--- config.mk ---
export PLATFORM = sky130hd
export DESIGN_NAME = seg_accum_display
export DESIGN_NICKNAME = d
export VERILOG_FILES = /design/src/rtl/seg_accum_display.sv
export SDC_FILE = /design/constraint.sdc
export NUM_CORES = 1
export LEC_CHECK = 0
export BUFFER_PORTS_ARGS = -buffer_cell sky130_fd_sc_hd__clkbuf_2
export CAP_MARGIN = 10
export CORE_AREA = 2 2 80 82
export DETAILED_ROUTE_END_ITERATION = 7
export DIE_AREA = 0 0 82 84
export PLACE_DENSITY = 0.88
export SLEW_MARGIN = 0
export SYNTH_ARGS = -nofsm -noshare
export SYNTH_HDL_FRONTEND = slang
export SYNTH_SLANG_ARGS = --single-unit
--- constraint.sdc ---
create_clock -name clk -period 6.28 [get_ports clk]
set_input_delay 0.942 -clock clk [delete_from_list [all_inputs] [get_ports clk]]
set_output_delay 0.942 -clock clk [all_outputs]
set_load 0.01 [all_outputs]
--- src/rtl/seg_accum_display.sv ---
// seg_accum_display
//   Registered WIDTH-bit adder/accumulator with carry-in, sticky overflow and a
//   valid/done handshake, feeding a DIGITS-wide time-multiplexed hex 7-seg display.
//
//   Optional feature macro: SEG_LEADING_ZERO_BLANK_EN
//     defined   - leading zero digits (never digit 0) show seg=0
//     undefined - every digit shows its hex value
//
//   Ports
//     clk, rst_n     clock, asynchronous active-low reset
//     a, b, cin      operands and carry-in, sampled when valid=1
//     acc_mode       0: result=a+b+cin, 1: result=result+a+cin
//     valid, clr     add request, synchronous clear (clr wins)
//     result, carry  registered sum and carry-out of the last add
//     ovf_sticky     set by any add with carry-out, cleared by clr/reset
//     done           one-cycle pulse after an accepted add
//     seg            active-high segments {g,f,e,d,c,b,a}
//     an             active-low one-hot digit enable, bit 0 = LS digit
module seg_accum_display #(
  parameter int unsigned DIGITS      = 4,
  parameter int unsigned WIDTH       = 4 * DIGITS,
  parameter int unsigned REFRESH_DIV = 50000
) (
  input  logic              clk,
  input  logic              rst_n,
  input  logic [WIDTH-1:0]  a,
  input  logic [WIDTH-1:0]  b,
  input  logic              cin,
  input  logic              acc_mode,
  input  logic              valid,
  input  logic              clr,
  output logic [WIDTH-1:0]  result,
  output logic              carry,
  output logic              ovf_sticky,
  output logic              done,
  output logic [6:0]        seg,
  output logic [DIGITS-1:0] an
);

  localparam int unsigned CntW = $clog2(REFRESH_DIV);
  localparam int unsigned IdxW = (DIGITS > 1) ? $clog2(DIGITS) : 1;
  localparam logic [CntW-1:0] CntMax = CntW'(REFRESH_DIV - 1);
  localparam logic [IdxW-1:0] IdxMax = IdxW'(DIGITS - 1);

  function automatic logic [6:0] hex7(input logic [3:0] n);
    logic [6:0] s;
    case (n)
      4'h0: s = 7'h3F;
      4'h1: s = 7'h06;
      4'h2: s = 7'h5B;
      4'h3: s = 7'h4F;
      4'h4: s = 7'h66;
      4'h5: s = 7'h6D;
      4'h6: s = 7'h7D;
      4'h7: s = 7'h07;
      4'h8: s = 7'h7F;
      4'h9: s = 7'h6F;
      4'hA: s = 7'h77;
      4'hB: s = 7'h7C;
      4'hC: s = 7'h39;
      4'hD: s = 7'h5E;
      4'hE: s = 7'h79;
      default: s = 7'h71;
    endcase
    return s;
  endfunction

  logic [WIDTH-1:0]  result_q;
  logic              carry_q, ovf_q, done_q;
  logic [CntW-1:0]   cnt_q, cnt_d;
  logic [IdxW-1:0]   idx_q, idx_d;
  logic [DIGITS-1:0] an_q, an_d;
  logic [6:0]        seg_q, seg_d;
  logic [WIDTH-1:0]  op2;
  logic [WIDTH:0]    sum;
  logic [DIGITS-1:0] blank_vec;
  logic [3:0]        nibble;
  logic              blank;

  // Add path
  always_comb begin
    op2 = acc_mode ? result_q : b;
    sum = {1'b0, a} + {1'b0, op2} + (WIDTH+1)'(cin);
  end

  // Scan counter / digit index next state
  always_comb begin
    cnt_d = cnt_q + CntW'(1);
    idx_d = idx_q;
    if (cnt_q == CntMax) begin
      cnt_d = '0;
      idx_d = (idx_q == IdxMax) ? '0 : idx_q + IdxW'(1);
    end
  end

`ifdef SEG_LEADING_ZERO_BLANK_EN
  // Walk from the MS digit down; a digit blanks while everything above it is zero.
  always_comb begin
    logic upper_zero;
    upper_zero = 1'b1;
    blank_vec  = '0;
    for (int i = DIGITS - 1; i >= 0; i--) begin
      upper_zero   = upper_zero & (result_q[4*i +: 4] == 4'h0);
      blank_vec[i] = upper_zero & (i != 0);
    end
  end
`else
  assign blank_vec = '0;
`endif

  // an and seg are both derived from idx_d so they always refer to the same digit.
  always_comb begin
    nibble = 4'h0;
    blank  = 1'b0;
    for (int i = 0; i < DIGITS; i++) begin
      if (idx_d == IdxW'(i)) begin
        nibble = result_q[4*i +: 4];
        blank  = blank_vec[i];
      end
    end
    an_d  = ~(DIGITS'(1) << idx_d);
    seg_d = blank ? 7'h00 : hex7(nibble);
  end

  always_ff @(posedge clk or negedge rst_n) begin
    if (!rst_n) begin
      result_q <= '0;
      carry_q  <= 1'b0;
      ovf_q    <= 1'b0;
      done_q   <= 1'b0;
      cnt_q    <= '0;
      idx_q    <= '0;
      an_q     <= ~DIGITS'(1);
      seg_q    <= 7'h3F;
    end else begin
      done_q <= 1'b0;
      if (clr) begin
        result_q <= '0;
        carry_q  <= 1'b0;
        ovf_q    <= 1'b0;
      end else if (valid) begin
        result_q <= sum[WIDTH-1:0];
        carry_q  <= sum[WIDTH];
        ovf_q    <= ovf_q | sum[WIDTH];
        done_q   <= 1'b1;
      end
      cnt_q <= cnt_d;
      idx_q <= idx_d;
      an_q  <= an_d;
      seg_q <= seg_d;
    end
  end

  assign result     = result_q;
  assign carry      = carry_q;
  assign ovf_sticky = ovf_q;
  assign done       = done_q;
  assign seg        = seg_q;
  assign an         = an_q;

endmodule

## After elaboration in Yosys (flattened, before gate mapping)

Memory sizes are Yosys's and may differ from the RTL's. A register that Yosys moved wholly into a read port is not among the register bits.
Cells that the tools add are included.

| storage, ports and cells | value |
|---|---|
| flip-flop bits (word level) | 41 |
| bits in read-only memories | 112 |
| bits of input ports | 38 |
| output and inout port bits | 30 |
| word-level logic and storage cells | 39 |
| memories kept | 1 |

Memory list:

| name | depth | bits a word | read ports | clocked after memory_dff | wr ports | RTL line | RTL |
|---|---|---|---|---|---|---|---|
| (name not given) | 16 | 7 | 1 | 1 | 0 | 47 | `case (n)` |

| operators by class | value |
|---|---|
| add/subtract/negate cells | 4 |
| equal/unequal tests | 5 |
| shift operators | 1 |
| mux-type cells | 16 |
| bitwise gates (word level) | 2 |
| reduce and logical (&&, ||, !) cells | 3 |

Operators by type and width:

| operator | number |
|---|---|
| $mux W16 | 4 |
| $add A16 B16 Y17 | 1 |
| $add A17 B1 Y17 | 1 |
| $add A16 B1 Y16 const B | 1 |
| $eq A16 B16 Y1 const B | 1 |
| $mux W4 | 4 |
| $eq A2 B2 Y1 const B | 3 |
| $mux W1 | 6 |
| $mux W2 | 2 |
| $not A4 Y4 | 1 |
| $shl A1 B2 Y4 const A | 1 |
| $add A2 B1 Y2 const B | 1 |
| $eq A2 B1 Y1 const B | 1 |
| $logic_not A2 Y1 | 1 |
| $reduce_bool A2 Y1 | 1 |
| $logic_not A1 Y1 | 1 |
| $or A1 B1 Y1 | 1 |

## Longest topological paths before layout

Gate-level depths: netlist (run 1).

| depth | value |
|---|---|
| depth after elaboration | 8 |
| gate-level depth with buffers | 12 |
| depth with buffers taken out | 11 |

## Worst setup path before layout (run 1)

OpenSTA, ideal clock, no wires.

| timing path | value |
|---|---|
| path type | input to register |
| start point | input acc_mode |
| end point | register result_q[14], in the netlist result[14] |
| library setup time | 138 ps |
| arrival | 3626 ps |
| required time | 6142 ps |
| slack | 2515 ps |
| cell stages on the path | 12 |
| path buffers | 1 |
| path through | clkbuf_1 mux2_2 fa_1 inv_1 fa_1 nor2b_1 o21a_1 o21a_1 a41o_1 o2111ai_1 a2111oi_0 or4_1 |

| on the way | value |
|---|---|
| cells in the longest elaborated chain, start to end | 5 |

RTL lines:

| what | RTL line | RTL |
|---|---|---|
| start, declared | 29 | `input logic acc_mode,` |
| $mux W16 | 82 | `op2 = acc_mode ? result_q : b;` |
| $add A16 B16 Y17 | 83 | `sum = {1'b0, a} + {1'b0, op2} + (WIDTH+1)'(cin);` |
| $add A17 B1 Y17 | 83 |  |
| $mux W16 | 141 | `end else if (valid) begin` |
| $mux W16 | 137 | `if (clr) begin` |
| end signal, assigned | 142 | `result_q <= sum[WIDTH-1:0];` |
| end, declared | 68 | `logic [WIDTH-1:0] result_q;` |

No other way between the ends. The select of a mux whose other input is x is not followed.
A chain may end at the register's enable or synchronous reset.

## Final worst setup path (run 1)

Same ends and word-level chain as after synthesis.

==> results of run 1 <==
[critical path: cells and delay by family]
family,cells,cell delay (ns)
AO/OA/AOI/OAI,5,1.06
adder cells (fa/ha/maj),2,0.58
AND/OR/NAND/NOR,2,0.57
buffers and inverters,2,0.44
multiplexers,1,0.40
[cell type report]
type	instances	area, sq um
Clock buffer	8	100
Fill cell	517	2370
Inverter	16	60.1
Multi-Input combinational cell	255	1920
Sequential cell	48	1210
Tap cell	77	96.3
Timing Repair Buffer	68	343
[power by group]
part | internal, mW | switching, mW | total (mW) | leakage, nW
sequential | 0.339 | 0.0241 | 0.363 | 0.610
clock | 0.101 | 0.101 | 0.202 | 0.0515
combinational | 0.118 | 0.146 | 0.264 | 1.24
total | 0.558 | 0.271 | 0.829 | 1.90
[registers in the layout, indices dropped and copies added (netlist names)]
register and flops:
ovf_sticky 1, done 1, an 4, idx_q 2
result 16, cnt_q 16, seg 7, carry 1
[placed cells by master (no fill, tap or decap), types with 12 or more instances in the layout]
| master | Yosys | final |
|---|---|---|
| a21oi_1 | 15 | 15 |
| clkbuf_2 | 0 | 67 |
| dfrtp_1 | 39 | 39 |
| ha_1 | 24 | 24 |
| inv_1 | 16 | 16 |
| mux2_2 | 18 | 18 |
| mux2i_1 | 21 | 21 |
| nand2_1 | 23 | 23 |
| nand3_1 | 15 | 15 |
| nor2_1 | 35 | 35 |
| nor3_1 | 12 | 12 |
| xnor2_1 | 12 | 12 |
[layer usage]
layer	global-route usage [%]	routed length, um
met1	28.8	3100
met2	37.5	3710
met3	3.03	293
met4	7.58	93
met5	0	0
[stage by stage]
step | util, % | hold slack, ns | instance area, sq um | worst slack, ns
after CTS | 61.2 | 0.472 | 3730 | 2.47
after floorplan | - | 0.425 | 3250 | 2.52
after global placement | 59.5 | 0.443 | 3630 | 2.26
after global routing | 61.2 | 0.499 | 3730 | 2.27
final | 61.2 | 0.469 | 3730 | 2.46
after detailed placement | 59.5 | 0.462 | 3630 | 2.14
[kinds of logic (layout without fill, tap and decap cells)]
| logic type | after synthesis | count (layout) | share of synthesized area [%] |
|---|---|---|---|
| simple gates | 111 | 111 | 16.6 |
| compound gates | 54 | 54 | 11.3 |
| flops | 48 | 48 | 37.3 |
| mux | 43 | 43 | 15.0 |
| buf+inv | 27 | 92 | 3.70 |
| fa+ha+maj | 26 | 26 | 10.5 |
| xor+xnor | 21 | 21 | 5.66 |
[worst max-delay path by stage]
stage | from | end | slack [ns] | depth (start not counted)
floorplan | acc_mode | result[14]$_DFFE_PN0P_ | 2.52 | 12
global placement | acc_mode | result[14]$_DFFE_PN0P_ | 2.26 | 12
detailed placement | acc_mode | result[14]$_DFFE_PN0P_ | 2.14 | 12
CTS | acc_mode | result[14]$_DFFE_PN0P_ | 2.47 | 12
global route | acc_mode | result[14]$_DFFE_PN0P_ | 2.27 | 12
finish | acc_mode | result[14]$_DFFE_PN0P_ | 2.46 | 12
==> results.cfg, run 1 <==
[clock_tree]
clock_latency_ns = 0.30
cts_made_buffers = 5
ctsResizeCount = 0
clk_pin_slew_ns = 0.09
cts_sinks = 48
post_cts_buffers = 0
root_buffer = clkbuf_8
htreeDepth = 2
clockBufferDepth = 2
cts_tree = built
ctsHoldBuffers = 0

[min_path]
min_delay_path_depth = 1
hp-class = flip-flop to flip-flop
holdPathEnd = cnt_q[0]$_DFF_PN0_
holdCritStartpoint = cnt_q[0]$_DFF_PN0_

[power_and_ir_drop]
peakVddDrop_uv = 149
leakage_nw = 1.90
powerDensity_nw_per_um2 = 222
p_total_uw = 829

[logic_synthesis]
synthCells = 330
yosys_warnings = 0
synthTopCellsByCount = dfrtp_1, nor2_1, ha_1, nand2_1, mux2i_1
yosys.area.top_type = dfrtp_1
dominantRegCellSynth = dfrtp_1
ys_types = 55
yosysMostFrequentCell = dfrtp_1
seq_area_frac_synth_pct = 37.3
synth-edff-count = 0
netlist_area_sq_um = 3250
synth.ff_latch_count = 48
synth_top_area_share_pct = 30.0
synthTopCellsByArea = dfrtp_1, ha_1, dfstp_2, mux2i_1, mux2_2
async_flop_share_pct = 100
syn_nets = 394
avgSynthCellArea_sq_um = 9.85

[floorplanning]
initial_core_util_pct = 53.3
die_h_um = 84
io_pins = 68
coreArea_sq_um = 6100
placementRows = 29
die-area_sq_um = 6890
die_x_um = 82

[critical_path]
critPathKind = input port to flip-flop
worstPathArrival_ns = 4.01
path_cells = clkbuf_2, mux2_2, fa_1, inv_1, fa_1, nor2b_1, o21a_1, o21a_1, a41o_1, o2111ai_1, a2111oi_0, or4_1
reg2reg_slack_ns = 2.61
max_stage_delay_ns = 0.51
rr_worst_depth = 10
crit_fanout = 16
crit_required_ns = 6.47
r2r_start = cnt_q[0]$_DFF_PN0_
worst_path_max_delay_cell = or4_1
endpoint_kind = flip-flop
setup.worst_path.start_class = input port
r2r-end = seg[3]$_DFF_PN1_

[sta]
timing_hold_violations_final = 0
finalCritPeriodShare_pct = 60.9
final_max_slew_viol_count = 0
tns_ns = 0
min_period_ns = 3.82
fmax_mhz = 261
slew_headroom_pct = 29.4
worst_pin_slew_ns = 1.03
setup_viol = 0
rsz0062_at_grt = false
finalClockSkew_ns = 0.00976

[status]
outcome = finished, final reports clean

[global_route]
grt_max_degree = 49
antenna_found_initial = 0
grt_first_pass_wirelength_um = 12100
grt_pass1_vias = 2655
grt.total_usage_pct = 22.2
grt_overflow_total = 0

[routing]
drt-initial-drc-count = 64
totalWireLength_um = 7200
wire_per_inst_um = 15.2
drt-vias-per-instance = 5.73
firstDrtPassIters = 5
ant_nets = 0
drc_errors = 0
vias = 2705

[cells_and_area]
area_growth_pct = 14.7
fin_nets = 458
drive_above_1_share_pct = 27.8
fin_cells = 472
diodes = 0

[placement]
post-dp-hpwl_um = 5530
portBuffers = 67
placedCellCount = 464
routabilityCongestion = 0.925

[job]
cap_violations = 0
No activity file was read; power rests on OpenSTA's default activity.
==> inputs of run 2 (changes only) <==
- CORE_AREA: 2 2 80 82 -> 2 2 84 86
- DIE_AREA: 0 0 82 84 -> 0 0 86 88
- PLACE_DENSITY: 0.88 -> 0.84
- clock period: 6.28 -> 3.43 ns (I/O delays scaled with it)
==> run 2 against run 1 <==
Compared with the run above: via count about the same; hold slack got worse by 0.21 ns; utilization decreased by 4.0 points; clock skew decreased by 0.00060 ns; setup slack got worse by 2.2 ns; global-route usage is 2.3 points lower; largest cell class unchanged; highest routed layer unchanged.
==> results.cfg, run 2 (synthesis results as in run 1) <==
[global_route]
grt_pass1_vias = 2632
grt_first_pass_wirelength_um = 12000
antenna_found_initial = 0
grt.total_usage_pct = 19.9
grt_overflow_total = 0
grt_max_degree = 30

[job]
cap_violations = 0

[critical_path]
crit_fanout = 11
cp_num_cells = 10
rr_worst_depth = 10
worst_path_max_delay_cell = mux4_2
startpoint = cnt_q[10]$_DFF_PN0_
worstPathArrival_ns = 3.41
endpoint_kind = flip-flop
critPathKind = flip-flop to flip-flop
path_cells = nor4b_1, and4_4, mux2i_2, buf_4, mux2i_1, mux2i_2, inv_1, ha_1, mux4_2, inv_1
reg2reg_slack_ns = 0.26
path_delay_family = multiplexers
r2r_start = cnt_q[10]$_DFF_PN0_
worstSetupEndpoint = seg[3]$_DFF_PN1_
crit_buf_inv = 3
r2r-end = seg[3]$_DFF_PN1_
crit_required_ns = 3.68
max_stage_delay_ns = 0.46
setup.worst_path.start_class = flip-flop

[sta]
timing_hold_violations_final = 0
fmax_mhz = 316
rsz0062_at_grt = false
final_max_slew_viol_count = 0
setup_viol = 0
slew_headroom_pct = 50.9
hold_ws_ns = 0.255
min_period_ns = 3.17
tns_ns = 0
worst_pin_slew_ns = 0.736
finalCritPeriodShare_pct = 92.3
finalClockSkew_ns = 0.00915

[power_and_ir_drop]
leakage_nw = 1.92
peakVddDrop_uv = 212
powerDensity_nw_per_um2 = 413
p_total_mw = 1.57

[cells_and_area]
fillCellCount = 586
final_core_util_pct = 57.2
diodes = 0
mostFrequentLayoutCells = clkbuf_2, dfrtp_1, nor2_1, ha_1, nand2_1
post-route-cell-area_sq_um = 3800
drive_above_1_share_pct = 29.7
area_growth_pct = 16.8
final_common_cell = clkbuf_2
fin_nets = 464

[placement]
dpl_cell_area_sq_um = 3680
portBuffers = 67
post-dp-hpwl_um = 5710
routabilityCongestion = 0.967

[floorplanning]
placementRows = 30
io_pins = 68
die_x_um = 86
initial_core_util_pct = 48.9
die-area_sq_um = 7570
die_h_um = 88
coreArea_sq_um = 6640

[routing]
vias = 2703
drc_errors = 0
wire_per_inst_um = 15.3
ant_nets = 0
drt-initial-drc-count = 87
totalWireLength_um = 7360
drt-vias-per-instance = 5.62
firstDrtPassIters = 4

[clock_tree]
clk_pin_slew_ns = 0.09
cts_sinks = 48
clock_latency_ns = 0.30
root_buffer = clkbuf_8
cts_tree = built
clockBufferDepth = 2
htreeDepth = 2
cts_made_buffers = 5

[status]
outcome = finished, final reports clean

[min_path]
hp-class = input port to async pin
==> run 2: area by class of cell <==
type                    instances  area (sq um)  share of cell area [%]
multi-input cells             255          1930                    50.7
flip-flops and latches         48          1210                    31.9
repair buffers                 74           388                    10.2
well taps                      80           100                    2.64
clock buffers                   5          68.8                    1.81
inverters                      16          60.1                    1.58
clock inverters                 3          42.5                    1.12
==> run 2: worst min path at each step <==
| stage | from | end | slack, ns | depth (start not counted) |
|---|---|---|---|---|
| after CTS | rst_n | cnt_q[6]$_DFF_PN0_ | 0.29 | 1 |
| final | rst_n | cnt_q[6]$_DFF_PN0_ | 0.26 | 1 |
| after global routing | rst_n | cnt_q[8]$_DFF_PN0_ | 0.31 | 1 |
| after floorplan | rst_n | an[0]$_DFF_PN0_ | 0.22 | 0 |
| after global placement | cnt_q[0]$_DFF_PN0_ | cnt_q[0]$_DFF_PN0_ | 0.44 | 1 |
| after detailed placement | cnt_q[0]$_DFF_PN0_ | cnt_q[0]$_DFF_PN0_ | 0.45 | 1 |
==> run 2: stage by stage <==
stage                     worst slack [ns]  cells
after floorplan                     0.0928    330
after global placement               0.142    473
after detailed placement            0.0341    473
after CTS                            0.163    481
after global routing                0.0551    481
final                                0.265    481
==> run 2: layer usage <==
metal	GRT usage, %	share of wire (%)	vias up
met5	0	0	-
met4	8.37	2.8	0
met3	3.68	3.9	15
met2	33.8	49	78
met1	25.1	44	1286
li1	-	-	1324
==> run 2: repair_timing <==
item                                    CTS  global route
setup buffers                             0             0
hold buffers                              0             0
endpoints found under the setup margin    0             2
resized for setup                         0             2
==> run 2: report_power, final <==
part	internal, mW	leakage, nW	total (mW)	switching [mW]
clock	0.216	0.0541	0.405	0.189
combinational	0.225	1.26	0.500	0.275
sequential	0.621	0.610	0.664	0.0430
==> inputs of run 3 (changes only) <==
- ABC_AREA: default -> 1
- CORE_AREA: 2 2 84 86 -> 2 2 86 88
- DIE_AREA: 0 0 86 88 -> 0 0 88 90
==> run 3 against run 2 <==
Compared with the run above: via count increased by 19%; register-to-register slack improved by 0.77 ns; critical path depth is 5 higher; synthesized cell count rose by 38%; clock skew is 0.0015 ns higher; total power shrank 3.3%; global-route usage rose by 0.51 points; utilization decreased by 0.18 points; die area is 4.7% higher; design area increased by 5.3%; highest routed layer unchanged; clock power about the same; sequential power down 2%.
==> results.cfg, run 3 <==
[critical_path]
setup.worst_path.start_class = input port
crit_required_ns = 3.66
reg2reg_slack_ns = 1.03
rr_worst_depth = 16
r2r-end = seg[3]$_DFF_PN1_
endpoint_kind = flip-flop
worstPathArrival_ns = 2.75
critPathKind = input port to flip-flop
crit_fanout = 20
r2r_start = cnt_q[0]$_DFF_PN0_

[global_route]
antenna_found_initial = 0
grt_pass1_vias = 3099
grt_overflow_total = 0
grt.total_usage_pct = 20.4
grt_first_pass_wirelength_um = 13400
grt_max_degree = 27

[placement]
routabilityCongestion = 0.916
post-dp-hpwl_um = 6370
post-place-ws_ns = 0.635
portBuffers = 67
dpl_cell_area_sq_um = 3890
placedCellCount = 620

[logic_synthesis]
synthTopCellsByCount = nand2_1, inv_1, nor2_1, dfrtp_1, a21oi_1
yosys_warnings = 0
synthTopCellsByArea = dfrtp_1, nand2_1, ha_1, dfstp_2, inv_1
synth.ff_latch_count = 48
ys_types = 42
synthCells = 457
seq_area_frac_synth_pct = 35.3
syn_nets = 521
dominantRegCellSynth = dfrtp_1
synth_top_area_share_pct = 28.4
synth-edff-count = 0
avgSynthCellArea_sq_um = 7.51
netlist_area_sq_um = 3430
yosysMostFrequentCell = nand2_1
async_flop_share_pct = 100
yosys.area.top_type = dfrtp_1

[floorplanning]
die-area_sq_um = 7920
initial_core_util_pct = 48.9
die_h_um = 90
io_pins = 68
placementRows = 31
die_x_um = 88
coreArea_sq_um = 7020

[cells_and_area]
final_common_cell = nand2_1
area_growth_pct = 16.5
drive_above_1_share_pct = 24.2
fin_nets = 592
post-route-cell-area_sq_um = 4000
mostFrequentLayoutCells = nand2_1, clkbuf_2, inv_1, nor2_1, dfrtp_1
final_core_util_pct = 57.0
fillCellCount = 660
diodes = 0
fin_cells = 628

[sta]
setup_slack_ns = 0.914
worst_pin_slew_ns = 0.628
slew_headroom_pct = 58.1
tns_ns = 0
finalClockSkew_ns = 0.0107
finalCritPeriodShare_pct = 73.3
min_period_ns = 2.52
timing_hold_violations_final = 0
fmax_mhz = 398
final_max_slew_viol_count = 0
rsz0062_at_grt = false
hold_ws_ns = 0.207
setup_viol = 0

[routing]
drt-initial-drc-count = 96
wire_per_inst_um = 12.4
ant_nets = 0
firstDrtPassIters = 4
totalWireLength_um = 7770
vias = 3216
drc_errors = 0
drt-vias-per-instance = 5.12

[clock_tree]
clockBufferDepth = 2
cts_sinks = 48
root_buffer = clkbuf_8
ctsResizeCount = 0
clk_pin_slew_ns = 0.09
ctsHoldBuffers = 0
cts_tree = built
htreeDepth = 2
cts_made_buffers = 5
post_cts_buffers = 0
clock_latency_ns = 0.31

[power_and_ir_drop]
leakage_nw = 2.14
p_total_mw = 1.52
peakVddDrop_uv = 156
powerDensity_nw_per_um2 = 379

[status]
outcome = finished, final reports clean

[job]
cap_violations = 0

[min_path]
hp-class = input port to async pin
run 3: cell count changes in the layout (fill, tap and decap cells not counted), moves of 6 or more:
| cell | change |
|---|---|
| nand3_1 | +11 |
| o22ai_1 | +8 |
| mux2i_1 | -19 |
| o21ai_0 | +15 |
| nor3_1 | -7 |
| mux2_2 | -15 |
| nor2_1 | +7 |
| nand2_1 | +83 |
| a21oi_1 | +22 |
| nand2_2 | +10 |
| and3_1 | -6 |
| inv_1 | +45 |
| xnor2_1 | -12 |
| xor2_1 | -6 |
run 3: power by group:
group          total [mW]  switching (mW)  internal (mW)
sequential          0.653          0.0304          0.623
clock               0.405           0.188          0.216
combinational       0.458           0.286          0.173
run 3: logic make-up (layout without fill, tap and decap cells):
kind of cell / after synthesis / count (layout) / synth area share, %
buffers and inverters: 72 / 144 / 7.94
xor gates and xnor gates: 3 / 3 / 0.765
AOI/OAI and AO/OA: 88 / 88 / 15.2
DFF: 48 / 48 / 35.3
muxes: 3 / 3 / 0.984
adders and majority gates: 26 / 26 / 9.91
and+or+nand+nor: 217 / 217 / 29.9
run 3: how the worst max path moves through the flow:
stage | start | endpoint | slack [ns] | depth (start not counted)
2_1_floorplan | acc_mode | result[15]$_DFFE_PN0P_ | 0.90 | 12
3_3_place_gp | acc_mode | result[15]$_DFFE_PN0P_ | 0.72 | 12
3_5_place_dp | acc_mode | ovf_sticky$_DFFE_PN0P_ | 0.64 | 15
4_1_cts | acc_mode | ovf_sticky$_DFFE_PN0P_ | 0.96 | 15
5_1_grt | acc_mode | ovf_sticky$_DFFE_PN0P_ | 0.59 | 15
6_report | acc_mode | ovf_sticky$_DFFE_PN0P_ | 0.91 | 15
run 3: area by class of cell:
cell class                 count  area (sq um)  area share (%)
sequential                    48          1210            30.3
multi-input combinational    337          1950            48.7
tap                           99           124            3.10
inverter                      66           250            6.26
clock inverter                 2          35.0           0.876
timing repair buffer          70           358            8.95
clock buffer                   6          72.6            1.81
run 3: critical path, stage by stage:
cell      delay, ns
clkbuf_2       0.31
nor2_1         0.09
a21oi_1        0.17
fa_1           0.22
inv_1          0.06
fa_1           0.38
inv_1          0.08
nand3_1        0.08
nand2_1        0.12
nand4_1        0.10
nand3_1        0.15
a21oi_1        0.11
o21ai_0        0.19
nand2_1        0.09
o21ai_0        0.07
run 3: per-layer routing:
metal	global-route usage [%]	wire, um
met3	2.85	378
met4	5.90	155
met2	33.5	3630
met1	27.9	3610
met5	0	0
